`src/rtl/mips32_pkg.sv`:
```
// Shared constants and types for the MIPS32 boot loader.
// Stream: CNT_HI CNT_LO ADR_HI ADR_LO payload CHK, big-endian.
package mips32_pkg;

    localparam int ADDR_W    = 10;
    localparam int MEM_DEPTH = 1024;

    typedef enum logic [2:0] {
        IDLE,
        HDR_CNT,
        HDR_ADDR,
        DATA,
        CHK,
        DONE,
        ERR
    } ld_state_e;

    localparam logic [1:0] ERR_NONE = 2'd0;
    localparam logic [1:0] ERR_CNT  = 2'd1;
    localparam logic [1:0] ERR_ADDR = 2'd2;
    localparam logic [1:0] ERR_CHK  = 2'd3;

endpackage

```
`src/rtl/mips32_prog_loader_if.sv`:
```
// Byte-stream valid/ready link from the UART/JTAG bridge.
interface mips32_prog_loader_if;

    logic       in_valid;
    logic [7:0] in_data;
    logic       in_ready;

    modport master (output in_valid, in_data, input in_ready);
    modport slave  (input in_valid, in_data, output in_ready);

endinterface

```
`src/rtl/mips32_byte_assembler.sv`:
```
// Packs four bytes MSB-first into a word; o_word_ready marks
// the cycle the fourth byte is accepted.
module mips32_byte_assembler (
    input  logic        clk,
    input  logic        rst_n,
    input  logic        i_clr,
    input  logic        i_valid,
    input  logic [7:0]  i_data,
    output logic [31:0] o_word,
    output logic        o_word_ready
);

    logic [23:0] r_shift;
    logic [1:0]  r_idx;

    always_ff @(posedge clk or negedge rst_n) begin
        if (!rst_n) begin
            r_shift <= '0;
            r_idx   <= '0;
        end else if (i_clr) begin
            r_shift <= '0;
            r_idx   <= '0;
        end else if (i_valid) begin
            r_shift <= {r_shift[15:0], i_data};
            r_idx   <= r_idx + 2'd1;
        end
    end

    assign o_word       = {r_shift, i_data};
    assign o_word_ready = i_valid && (r_idx == 2'd3);

endmodule

```
`src/rtl/mips32_prog_loader.sv`:
```
// Boot loader: byte stream -> unified memory write port,
// then releases the core with core_run after a good checksum.
module mips32_prog_loader #(
    parameter int ADDR_W    = mips32_pkg::ADDR_W,
    parameter int MEM_DEPTH = mips32_pkg::MEM_DEPTH
) (
    input  logic                clk,
    input  logic                rst_n,
    input  logic                start,
    mips32_prog_loader_if.slave s_in,
    output logic                mem_we,
    output logic [ADDR_W-1:0]   mem_addr,
    output logic [31:0]         mem_wdata,
    output logic                core_run,
    output logic                busy,
    output logic                done,
    output logic                err,
    output logic [1:0]          err_code
);
    import mips32_pkg::*;

    ld_state_e         r_state;
    ld_state_e         w_nstate;
    logic              r_hb;
    logic [7:0]        r_hdr_hi;
    logic [15:0]       r_cnt;
    logic [ADDR_W-1:0] r_addr;
    logic [15:0]       r_widx;
    logic [7:0]        r_chk;
    logic              r_mem_we;
    logic [ADDR_W-1:0] r_mem_addr;
    logic [31:0]       r_mem_wdata;
    logic [1:0]        r_err_code;

    logic              w_ready;
    logic              w_acc;
    logic              w_start;
    logic [15:0]       w_hdr_val;
    logic [16:0]       w_end;
    logic              w_cnt_bad;
    logic              w_addr_bad;
    logic              w_last_word;
    logic [31:0]       w_asm_word;
    logic              w_word;

    assign w_acc       = s_in.in_valid && w_ready;
    assign w_start     = start && (r_state == IDLE || r_state == DONE
                                   || r_state == ERR);
    assign w_hdr_val   = {r_hdr_hi, s_in.in_data};
    assign w_cnt_bad   = (w_hdr_val == 16'd0)
                         || (w_hdr_val > 16'(MEM_DEPTH));
    assign w_end       = {1'b0, w_hdr_val} + {1'b0, r_cnt};
    assign w_addr_bad  = w_end > 17'(MEM_DEPTH);
    assign w_last_word = (r_widx + 16'd1) == r_cnt;

    mips32_byte_assembler u_asm (
        .clk          (clk),
        .rst_n        (rst_n),
        .i_clr        (w_start),
        .i_valid      (w_acc && r_state == DATA),
        .i_data       (s_in.in_data),
        .o_word       (w_asm_word),
        .o_word_ready (w_word)
    );

    always_ff @(posedge clk or negedge rst_n) begin
        if (!rst_n) r_state <= IDLE;
        else        r_state <= w_nstate;
    end

    always_comb begin
        w_nstate = r_state;
        unique case (r_state)
            IDLE:     if (start) w_nstate = HDR_CNT;
            HDR_CNT:  if (w_acc && r_hb)
                          w_nstate = w_cnt_bad ? ERR : HDR_ADDR;
            HDR_ADDR: if (w_acc && r_hb)
                          w_nstate = w_addr_bad ? ERR : DATA;
            DATA:     if (w_word && w_last_word) w_nstate = CHK;
            CHK:      if (w_acc)
                          w_nstate = (s_in.in_data == r_chk) ? DONE : ERR;
            DONE:     if (start) w_nstate = HDR_CNT;
            ERR:      if (start) w_nstate = HDR_CNT;
            default:  w_nstate = IDLE;
        endcase
    end

    always_comb begin
        w_ready  = 1'b0;
        busy     = 1'b0;
        done     = 1'b0;
        err      = 1'b0;
        core_run = 1'b0;
        unique case (r_state)
            HDR_CNT, HDR_ADDR, DATA, CHK: begin
                w_ready = 1'b1;
                busy    = 1'b1;
            end
            DONE: begin
                done     = 1'b1;
                core_run = 1'b1;
            end
            ERR:     err = 1'b1;
            default: ;
        endcase
    end

    // Header bytes arrive in pairs; r_hb marks the low byte.
    always_ff @(posedge clk or negedge rst_n) begin
        if (!rst_n) begin
            r_hb        <= 1'b0;
            r_hdr_hi    <= '0;
            r_cnt       <= '0;
            r_addr      <= '0;
            r_widx      <= '0;
            r_chk       <= '0;
            r_mem_we    <= 1'b0;
            r_mem_addr  <= '0;
            r_mem_wdata <= '0;
            r_err_code  <= ERR_NONE;
        end else begin
            r_mem_we <= 1'b0;
            if (w_start) begin
                r_hb       <= 1'b0;
                r_hdr_hi   <= '0;
                r_cnt      <= '0;
                r_addr     <= '0;
                r_widx     <= '0;
                r_chk      <= '0;
                r_err_code <= ERR_NONE;
            end else begin
                unique case (r_state)
                    HDR_CNT: if (w_acc) begin
                        r_hb     <= ~r_hb;
                        r_hdr_hi <= s_in.in_data;
                        if (r_hb) begin
                            r_cnt <= w_hdr_val;
                            if (w_cnt_bad) r_err_code <= ERR_CNT;
                        end
                    end
                    HDR_ADDR: if (w_acc) begin
                        r_hb     <= ~r_hb;
                        r_hdr_hi <= s_in.in_data;
                        if (r_hb) begin
                            r_addr <= w_hdr_val[ADDR_W-1:0];
                            if (w_addr_bad) r_err_code <= ERR_ADDR;
                        end
                    end
                    DATA: if (w_acc) begin
                        r_chk <= r_chk ^ s_in.in_data;
                        if (w_word) begin
                            r_mem_we    <= 1'b1;
                            r_mem_addr  <= r_addr + r_widx[ADDR_W-1:0];
                            r_mem_wdata <= w_asm_word;
                            r_widx      <= r_widx + 16'd1;
                        end
                    end
                    CHK: if (w_acc && s_in.in_data != r_chk)
                        r_err_code <= ERR_CHK;
                    default: ;
                endcase
            end
        end
    end

    assign s_in.in_ready = w_ready;
    assign mem_we        = r_mem_we;
    assign mem_addr      = r_mem_addr;
    assign mem_wdata     = r_mem_wdata;
    assign err_code      = r_err_code;

endmodule

```
`src/flat_wrapper.sv`:
```
// flat-port wrapper written by rule: the top's interface ports become plain ports
module mips32_prog_loader_flat import mips32_pkg::*;
#(
    parameter int ADDR_W    = mips32_pkg::ADDR_W,
    parameter int MEM_DEPTH = mips32_pkg::MEM_DEPTH
)
  (clk, rst_n, start, mem_we, mem_addr, mem_wdata, core_run, busy, done, err, err_code, s_in_in_valid, s_in_in_data, s_in_in_ready);
  mips32_prog_loader_if s_in_i ();
  input  logic clk;
  input  logic rst_n;
  input  logic start;
  output logic mem_we;
  output logic [ADDR_W-1:0] mem_addr;
  output logic [31:0] mem_wdata;
  output logic core_run;
  output logic busy;
  output logic done;
  output logic err;
  output logic [1:0] err_code;
  input wire logic [$bits(s_in_i.in_valid)-1:0] s_in_in_valid;
  input wire logic [$bits(s_in_i.in_data)-1:0] s_in_in_data;
  output wire logic [$bits(s_in_i.in_ready)-1:0] s_in_in_ready;
  assign s_in_i.in_valid = s_in_in_valid;
  assign s_in_i.in_data = s_in_in_data;
  assign s_in_in_ready = s_in_i.in_ready;
  mips32_prog_loader #(.ADDR_W(ADDR_W), .MEM_DEPTH(MEM_DEPTH)) u_core (.clk(clk), .rst_n(rst_n), .start(start), .s_in(s_in_i), .mem_we(mem_we), .mem_addr(mem_addr), .mem_wdata(mem_wdata), .core_run(core_run), .busy(busy), .done(done), .err(err), .err_code(err_code));
endmodule
```
`config.mk`:
```
export PLATFORM = sky130hd
export DESIGN_NAME = mips32_prog_loader_flat
export DESIGN_NICKNAME = d
export VERILOG_FILES = /design/src/rtl/mips32_pkg.sv /design/src/rtl/mips32_prog_loader_if.sv /design/src/rtl/mips32_byte_assembler.sv /design/src/rtl/mips32_prog_loader.sv /design/src/flat_wrapper.sv
export SDC_FILE = /design/constraint.sdc
export NUM_CORES = 1
export LEC_CHECK = 0
export CORE_MARGIN = 10
export CORE_UTILIZATION = 40
export CTS_BUF_LIST = sky130_fd_sc_hd__clkbuf_4 sky130_fd_sc_hd__clkbuf_8
export DETAILED_ROUTE_END_ITERATION = 8
export PLACE_DENSITY = 0.61
export SYNTH_ARGS = -nofsm -noshare
export SYNTH_HDL_FRONTEND = slang
export SYNTH_HIERARCHICAL = 1
export SYNTH_SLANG_ARGS = --single-unit
```
`constraint.sdc`:
```
create_clock -name clk -period 2.9 [get_ports clk]
set_input_delay 0.58 -clock clk [delete_from_list [all_inputs] [get_ports clk]]
set_output_delay 0.58 -clock clk [all_outputs]
set_load 0.005 [all_outputs]
```
==> key figures, run 1 <==
Setup path
  • Critical Path Source Type: input port
  • WS Path Type: input port to flop
  • Signal arrival time at the worst endpoint: 3.13 ns
  • Endpoint class of the critical path: flop
  • Critical path fanouts, max: 4
  • Data required time of the critical path: 3.25 ns

Floorplan
  • Standard cell core area: 18,000 µm²
  • Row Count: 49
  • Number of top-level design ports: 62
  • Vertical die dimension: 155 µm
  • Die span in x: 155 µm
  • Full die area: 24,000 µm²
  • Starting density of the core: 40.6%

Finish
  • Filler cells: 1,740
  • Share of layout cells above drive strength 1: 13.2%
  • Number of antenna cells inserted: 0
  • Area Growth Syn to Fin: 23.2%
  • Nets@finish: 974
  • Final standard cell area without fillers: 8990 µm²

Drt
  • Residual DRC count: 0
  • Number of DRC violations after detailed-routing iteration 0: 396
  • Wire length reported by the detailed router: 19,700 µm
  • Router iterations before antenna repair: 5
  • Avg Vias per Cell: 5.19
  • Count of vias placed by the detailed router: 6,095
  • Routed wirelength normalized by instance count: 16.7 µm
  • Post-route ant nets: 0

Yosys
  • EDFF count, synth: 0
  • Synthesized flop and latch total: 133
  • Most used flip-flop cell after synthesis: sky130_fd_sc_hd__dfrtp_1
  • Number of warnings printed during yosys synthesis: 6
  • Biggest area contributors in the synthesized netlist: sky130_fd_sc_hd__dfrtp_1, sky130_fd_sc_hd__nand2_1, sky130_fd_sc_hd__ha_1
  • Number of distinct standard cells referenced by the synthesized netlist: 58
  • Library cell occupying the most area in the post-synthesis netlist: sky130_fd_sc_hd__dfrtp_1
  • Yosys top cell area share: 45.6%
  • Proportion of synthesized chip area in sequential cells: 45.6%
  • Syn_nets: 873
  • Share of flip-flops with an asynchronous set or reset after synthesis: 100%
  • Syn Area/Cell: 8.77 µm²
  • Cell area after technology mapping: 7300 µm²
  • Gate Count Post-Synth: 832

Clocking
  • # Post-CTS Setup Buffers: 0
  • Sink Count: 133
  • Clock insertion delay at the later pin of the skew report: 0.47 ns
  • TritonCTS clock tree: yes
  • Number of buffers between clock root and the deepest sink: 2
  • Clock tree root buffer cell: sky130_fd_sc_hd__clkbuf_8
  • Clock-pin slew reported for the worst setup and hold paths after clock tree synthesis: 0.08 ns
  • Level count of the clock H-tree: 4
  • Hold buffer count at cts: 0
  • Inserted Clock Buffers: 17

Pwr
  • Maximum ir drop on the vdd rail: 546 µV
  • Power density over the cells: 714 nW/µm²
  • Reported leakage power: 4.20 nW

Place
  • HPWL after detailed placement: 14,100 µm
  • Placed cell areas: 8520 µm²
  • Weighted congestion at the end of routability-driven global placement: 0.867
  • Number of port buffers: 61

Flow run
  • Total of max-cap violations: 0

STA
  • Slew margin rel.: 58.9%
  • Accumulated negative setup slack: 0 ns
  • Final hold slack: 0.0997 ns
  • Final setup skew: 0.0132 ns
  • Minimum clock period after layout: 2.79 ns
  • Period utilisation layout: 96.0%
  • Count of endpoints failing setup in the final report: 0
  • Count of pins over their slew limit: 0
  • Number of failing hold endpoints at the final stage: 0
  • Fmax: 359 MHz
  • Setup repair after global routing missed its margin: true
  • Tightest Pin Transition: 0.617 ns

Run status
  • Status: finished clean

Global route
  • Overflow after GRT: 0
  • Maximum number of pins on one net before global-route repair: 66
  • Total GRT Usage: 16.7%
  • Vias in the first global route: 5,966
  • Number of antenna violations at the first check in global routing: 0
  • First-pass GRT wire length: 32,500 µm

Min path
  • Class of the tightest hold or removal check: input port to asynchronous set/reset pin
[critical path, cell delays in order]
cell	delay [ns]
sky130_fd_sc_hd__dlygate4sd2_1	0.28
sky130_fd_sc_hd__ha_2	0.22
sky130_fd_sc_hd__fa_2	0.34
sky130_fd_sc_hd__a21o_1	0.21
sky130_fd_sc_hd__a221oi_4	0.33
sky130_fd_sc_hd__o21ba_4	0.18
sky130_fd_sc_hd__nand2_1	0.05
sky130_fd_sc_hd__a22o_1	0.19
sky130_fd_sc_hd__a31o_2	0.24
sky130_fd_sc_hd__nand4b_1	0.21
sky130_fd_sc_hd__nor2_1	0.08
sky130_fd_sc_hd__a211o_1	0.23
[worst paths after layout]
check	startpoint	end	slack, ns	depth (start not counted)
max in group asynchronous	rst_n	u_core/r_addr[1]	2.12	2
min reg2reg	u_core/u_asm/r_shift[22]	u_core/mem_wdata[30]	0.47	2
max reg2reg	u_core/r_cnt[0]	u_core/r_state[0]	0.15	11
min	rst_n	u_core/mem_addr[2]	0.1	1
min in group clk	u_core/u_asm/r_shift[22]	u_core/mem_wdata[30]	0.47	2
max	s_in_in_data[0]	u_core/r_state[0]	0.11	12
[synth_stat cells (4+ instances only)]
| master | instances |
|---|---|
| sky130_fd_sc_hd__xnor2_1 | 36 |
| sky130_fd_sc_hd__nor2b_1 | 5 |
| sky130_fd_sc_hd__nand2_1 | 231 |
| sky130_fd_sc_hd__nand4_1 | 9 |
| sky130_fd_sc_hd__nor3_1 | 15 |
| sky130_fd_sc_hd__a211oi_1 | 4 |
| sky130_fd_sc_hd__o31ai_1 | 9 |
| sky130_fd_sc_hd__inv_1 | 13 |
| sky130_fd_sc_hd__mux2i_1 | 27 |
| sky130_fd_sc_hd__buf_4 | 10 |
| sky130_fd_sc_hd__nor2_1 | 67 |
| sky130_fd_sc_hd__a21oi_1 | 52 |
| sky130_fd_sc_hd__nand3_1 | 12 |
| sky130_fd_sc_hd__buf_1 | 6 |
| sky130_fd_sc_hd__a21o_1 | 11 |
| sky130_fd_sc_hd__ha_1 | 27 |
| sky130_fd_sc_hd__o21ai_0 | 50 |
| sky130_fd_sc_hd__clkbuf_1 | 25 |
| sky130_fd_sc_hd__dfrtp_1 | 133 |
| sky130_fd_sc_hd__and3_1 | 6 |
| sky130_fd_sc_hd__nand2b_1 | 4 |
| sky130_fd_sc_hd__xor2_1 | 23 |
| sky130_fd_sc_hd__a31oi_1 | 4 |
[stage by stage]
step | worst slack (ns) | utilization [%] | instances | power (mW)
floorplan | 0.0706 | - | 832 | 3.93
global placement | -0.655 | 47.4 | 1143 | 4.77
detailed placement | -0.744 | 47.4 | 1143 | 4.78
CTS | 0.0200 | 49.8 | 1175 | 6.43
global route | -0.0171 | 50.0 | 1175 | 6.86
finish | 0.115 | 50.0 | 1175 | 6.42
[cell families (layout without fill, tap and decap cells)]
logic type,after synthesis,in the layout,synth area share [%]
xor gates and xnor gates,59,59,7.08
muxes,27,27,3.70
and+or+nand+nor,367,367,21.5
adders and majority gates,29,29,5.18
buffers and inverters,61,175,4.24
DFF,133,133,45.6
AOI/OAI and AO/OA,156,156,12.7
[report_power, final]
group,switching (mW),internal [mW]
Combinational,1.34,1.02
Clock,0.792,0.808
Sequential,0.305,2.15
[area by class of cell]
type	instances	area (µm²)	area share, %
Clock buffer	19	255	2.84
Clock inverter	13	146	1.63
Inverter	15	56.3	0.627
Multi-Input combinational cell	638	3740	41.7
Sequential cell	133	3330	37.1
Tap cell	229	287	3.19
Timing Repair Buffer	128	1170	13.0
[cells in the final DEF (no fill, tap or decap), drive strengths merged, types with 3 or more instances in the layout]
| master | synthesis | layout |
|---|---|---|
| a31o | 3 | 3 |
| clkdlybuf4s50 | 0 | 57 |
| o31ai | 9 | 9 |
| nand4 | 9 | 9 |
| o211ai | 3 | 3 |
| clkbuf | 25 | 19 |
| o21ai | 52 | 52 |
| xor2 | 23 | 23 |
| nand3 | 14 | 14 |
| nor2 | 69 | 69 |
| and3 | 6 | 6 |
| nand2 | 231 | 231 |
| clkinv | 1 | 5 |
| inv | 14 | 19 |
| a21oi | 52 | 52 |
| buf | 21 | 68 |
| dfrtp | 133 | 133 |
| mux2i | 27 | 27 |
| nand4b | 3 | 3 |
| a31oi | 4 | 4 |
| a21o | 11 | 11 |
| ha | 27 | 27 |
| a211oi | 4 | 4 |
| nor3 | 15 | 15 |
| xnor2 | 36 | 36 |
| nand2b | 4 | 4 |
| nor2b | 5 | 5 |
| nor4 | 4 | 4 |
[state kept, by name, summed over array words and instances (netlist names)]
name and flops:
u_core/mem_we 1, u_core/r_state 3, u_core/mem_addr 10, u_core/err_code 2, u_core/r_hb 1, u_core/r_widx 16, u_core/r_cnt 16, u_core/r_addr 10
u_core/r_chk 8, u_core/u_asm/r_idx 2, u_core/mem_wdata 32, u_core/u_asm/r_shift 24, u_core/r_hdr_hi 8
[routing by layer]
layer | share of wire [%] | GRT usage [%] | vias up
li1 | - | - | 3017
met2 | 45 | 24.9 | 132
met3 | 5.1 | 3.80 | 21
met1 | 49 | 23.5 | 2925
met4 | 1.2 | 5.04 | 0
met5 | 0 | 0 | -
[what timing repair did]
item,4_1_cts,5_1_grt
pin swaps,2,6
hold endpoints to repair,0,0
setup endpoints to repair,4,5
resized for setup,5,12
(Power assumes the default switching activity.)
==> inputs of run 2 (changes only) <==
--- a/config.mk
+++ b/config.mk
@@ -9,7 +9,9 @@
 export CORE_UTILIZATION = 40
 export CTS_BUF_LIST = sky130_fd_sc_hd__clkbuf_4 sky130_fd_sc_hd__clkbuf_8
 export DETAILED_ROUTE_END_ITERATION = 8
-export PLACE_DENSITY = 0.61
+export PLACE_DENSITY = 0.59
+export RECOVER_POWER = 100
+export SKIP_LAST_GASP = 1
 export SYNTH_ARGS = -nofsm -noshare
 export SYNTH_HDL_FRONTEND = slang
 export SYNTH_HIERARCHICAL = 1
==> constraint.sdc (replaced) <==
create_clock -name clk -period 3.6 [get_ports clk]
set_input_delay 0.72 -clock clk [delete_from_list [all_inputs] [get_ports clk]]
set_output_delay 0.72 -clock clk [all_outputs]
set_load 0.005 [all_outputs]
==> key figures, run 2 (synthesis results as in run 1) <==
Run status
  • Status: finished with violations
  • Failing checks: max-capacitance violations, max-slew violations

Global route
  • Vias in the first global route: 5,671 (-4.9%)
  • Maximum number of pins on one net before global-route repair: 110 (+67%)
  • Total GRT Usage: 16.0% (-0.71 points)
  • Number of antenna violations at the first check in global routing: 0 (unchanged)
  • First-pass GRT wire length: 31,100 µm (-4.0%)
  • Overflow after GRT: 0 (unchanged)

Min path
  • Hold Path Sink: u_core/mem_wdata[20]
  • Class of the tightest hold or removal check: flop to flop
  • Start point of the worst min-delay path: u_core/mem_wdata[20]
  • Worst hold path cell count: 2

STA
  • Fmax: 302 MHz
  • Worst-case setup margin in the final layout: 0.292 ns (+0.177 ns)
  • Final setup skew: 0.0124 ns (-0.000744 ns)
  • Tightest Pin Transition: 2.78 ns (+2.17 ns)
  • Slew margin rel.: -85.5% (-140 points)
  • Setup repair after global routing missed its margin: false
  • Count of pins over their slew limit: 110 (+110)
  • Number of failing hold endpoints at the final stage: 0 (unchanged)
  • Count of endpoints failing setup in the final report: 0 (unchanged)
  • Period utilisation layout: 91.9%
  • Minimum clock period after layout: 3.31 ns

Setup path
  • Critical register-to-register path endpoint: u_core/r_widx[3]
  • Signal arrival time at the worst endpoint: 3.66 ns (+0.53 ns)
  • Critical Path Source Type: flop
  • Cell family with most CP delay: buffers and inverters
  • Crit-path cells: clkinv_1 > nand2_1 > nor3_1 > buf_4 > nand2_1 > inv_1 > clkbuf_1 > nand2_1 > nand2_1 > nand2_1 > o31ai_1
  • Critical path fanouts, max: 36 (+32)
  • Buffers and inverters on the worst path: 4 (+3)
  • WS Path Type: flop to flop
  • Slowest Stage Delay on Critical Path: 0.58 ns (+0.24 ns)
  • Critical-path cell with the highest stage delay: sky130_fd_sc_hd__buf_4
  • FF-to-FF setup slack: 0.29 ns (+0.14 ns)
  • Origin of the critical flop-to-flop path: u_core/r_state[2]
  • R2R depth: 11 (unchanged)
  • Cell with the most instances on the worst path: sky130_fd_sc_hd__nand2_1
  • Endpoint class of the critical path: flop
  • Data required time of the critical path: 3.95 ns (+0.70 ns)

Clocking
  • Clock tree root buffer cell: sky130_fd_sc_hd__clkbuf_8
  • Level count of the clock H-tree: 4 (unchanged)
  • Sink Count: 133 (unchanged)
  • Post-CTS resize count: 0 (-5)
  • # Post-CTS Setup Buffers: 0 (unchanged)
  • Clock insertion delay at the later pin of the skew report: 0.45 ns (-0.02 ns)
  • Number of buffers between clock root and the deepest sink: 2 (unchanged)
  • Clock-pin slew reported for the worst setup and hold paths after clock tree synthesis: 0.10 ns (+0.02 ns)
  • Inserted Clock Buffers: 17 (unchanged)
  • TritonCTS clock tree: yes
  • Hold buffer count at cts: 0 (unchanged)

Finish
  • Number of antenna cells inserted: 0 (unchanged)
  • Commonest non-fill, non-tap cells in the layout: sky130_fd_sc_hd__nand2_1, sky130_fd_sc_hd__dfrtp_1, sky130_fd_sc_hd__nor2_1, sky130_fd_sc_hd__a21oi_1, sky130_fd_sc_hd__o21ai_0
  • Largest register FFs: 32 (unchanged)
  • Area Growth Syn to Fin: 17.3%
  • Utilization of the core after routing: 47.6% (-2.4 points)
  • Final non-filler cell total: 1,139 (-3.1%)
  • Share of layout cells above drive strength 1: 7.91% (-5.3 points)
  • Nets@finish: 938 (-3.7%)
  • Most common cell after layout, fill and taps aside: sky130_fd_sc_hd__nand2_1

Floorplan
  • Die span in x: 155 µm (unchanged)
  • Starting density of the core: 40.6% (unchanged)
  • Row Count: 49 (unchanged)
  • Standard cell core area: 18,000 µm² (unchanged)
  • Full die area: 24,000 µm² (unchanged)
  • Vertical die dimension: 155 µm (unchanged)
  • Number of top-level design ports: 62 (unchanged)

Flow run
  • Total of max-cap violations: 1 (+1)

Place
  • Cell count after placement: 1,107 (-3.1%)
  • Weighted congestion at the end of routability-driven global placement: 0.862 (-0.47%)
  • Minimum setup slack after placement: -0.152 ns (+0.592 ns)
  • Number of port buffers: 61 (unchanged)
  • HPWL after detailed placement: 13,300 µm (-6.0%)

Drt
  • Post-route ant nets: 0 (unchanged)
  • Wire length reported by the detailed router: 18,800 µm (-4.4%)
  • Routed wirelength normalized by instance count: 16.5 µm (-1.4%)
  • Count of vias placed by the detailed router: 5,967 (-2.1%)
  • Router iterations before antenna repair: 5 (unchanged)
  • Avg Vias per Cell: 5.24 (+0.99%)
  • Number of DRC violations after detailed-routing iteration 0: 377 (-4.8%)
  • Residual DRC count: 0 (unchanged)

Pwr
  • Maximum ir drop on the vdd rail: 335 µV (-39%)
  • Total power after layout: 4.93 mW (-23%)
  • Power density over the cells: 576 nW/µm² (-19%)
  • Reported leakage power: 4.11 nW (-2.0%)
[run 2: cell count changes in the layout (fill, tap and decap cells not counted), moves of 3 or more]
cell | previous run | this run
sky130_fd_sc_hd__buf_12 | 4 | 1
sky130_fd_sc_hd__buf_4 | 63 | 21
sky130_fd_sc_hd__clkbuf_1 | 0 | 5
sky130_fd_sc_hd__clkbuf_2 | 0 | 5
sky130_fd_sc_hd__clkdlybuf4s50_1 | 57 | 11
sky130_fd_sc_hd__dlygate4sd3_1 | 0 | 49
sky130_fd_sc_hd__inv_8 | 0 | 6
[run 2: worst max-delay path by stage]
stage,from,depth (start not counted),slack (ns),to
floorplan,s_in_in_valid,13,0.53,u_core/r_state[1]
global placement,s_in_in_data[0],13,-0.13,u_core/r_state[2]
detailed placement,s_in_in_data[0],13,-0.15,u_core/r_state[2]
global route,u_core/r_state[2],11,0.02,u_core/r_widx[3]
finish,u_core/r_state[2],11,0.29,u_core/r_widx[3]
CTS,s_in_in_data[0],13,0.34,u_core/r_state[2]
[run 2: metrics by stage]
| step | instance area (µm²) | hold WS [ns] | TNS (ns) |
|---|---|---|---|
| after global routing | 8560 | 0.492 | 0 |
| final | 8560 | 0.478 | 0 |
| after detailed placement | 8220 | 0.461 | -0.480 |
| after floorplan | 7300 | 0.424 | 0 |
| after CTS | 8610 | 0.443 | 0 |
| after global placement | 8220 | 0.459 | -0.391 |
[run 2: cell type report]
cell class	count	area [µm²]
fill	1776	9400
multi-input combinational	638	3670
sequential	133	3330
timing repair buffer	92	822
tap	229	287
clock buffer	17	234
clock inverter	15	161
inverter	15	56.3
[run 2: worst reg2reg max path, cell delays in order, from the launching register on]
cell and delay (ns):
sky130_fd_sc_hd__dfrtp_1 0.57, sky130_fd_sc_hd__clkinv_1 0.25, sky130_fd_sc_hd__nand2_1 0.11, sky130_fd_sc_hd__nor3_1 0.46, sky130_fd_sc_hd__buf_4 0.58, sky130_fd_sc_hd__nand2_1 0.24
sky130_fd_sc_hd__inv_1 0.19, sky130_fd_sc_hd__clkbuf_1 0.49, sky130_fd_sc_hd__nand2_1 0.10, sky130_fd_sc_hd__nand2_1 0.09, sky130_fd_sc_hd__nand2_1 0.06, sky130_fd_sc_hd__o31ai_1 0.08
[run 2: power breakdown]
part	total, mW	switching [mW]	internal (mW)
combinational	1.65	0.970	0.676
clock	1.27	0.687	0.579
sequential	2.02	0.291	1.73
total	4.93	1.95	2.98
[run 2: metal layers]
metal	global-route usage [%]	wire length, µm	up-vias
met2	23.5	8360	132
met4	3.96	134	0
met5	0	0	-
li1	-	-	2943
met1	22.7	9170	2883
met3	4.25	1130	9
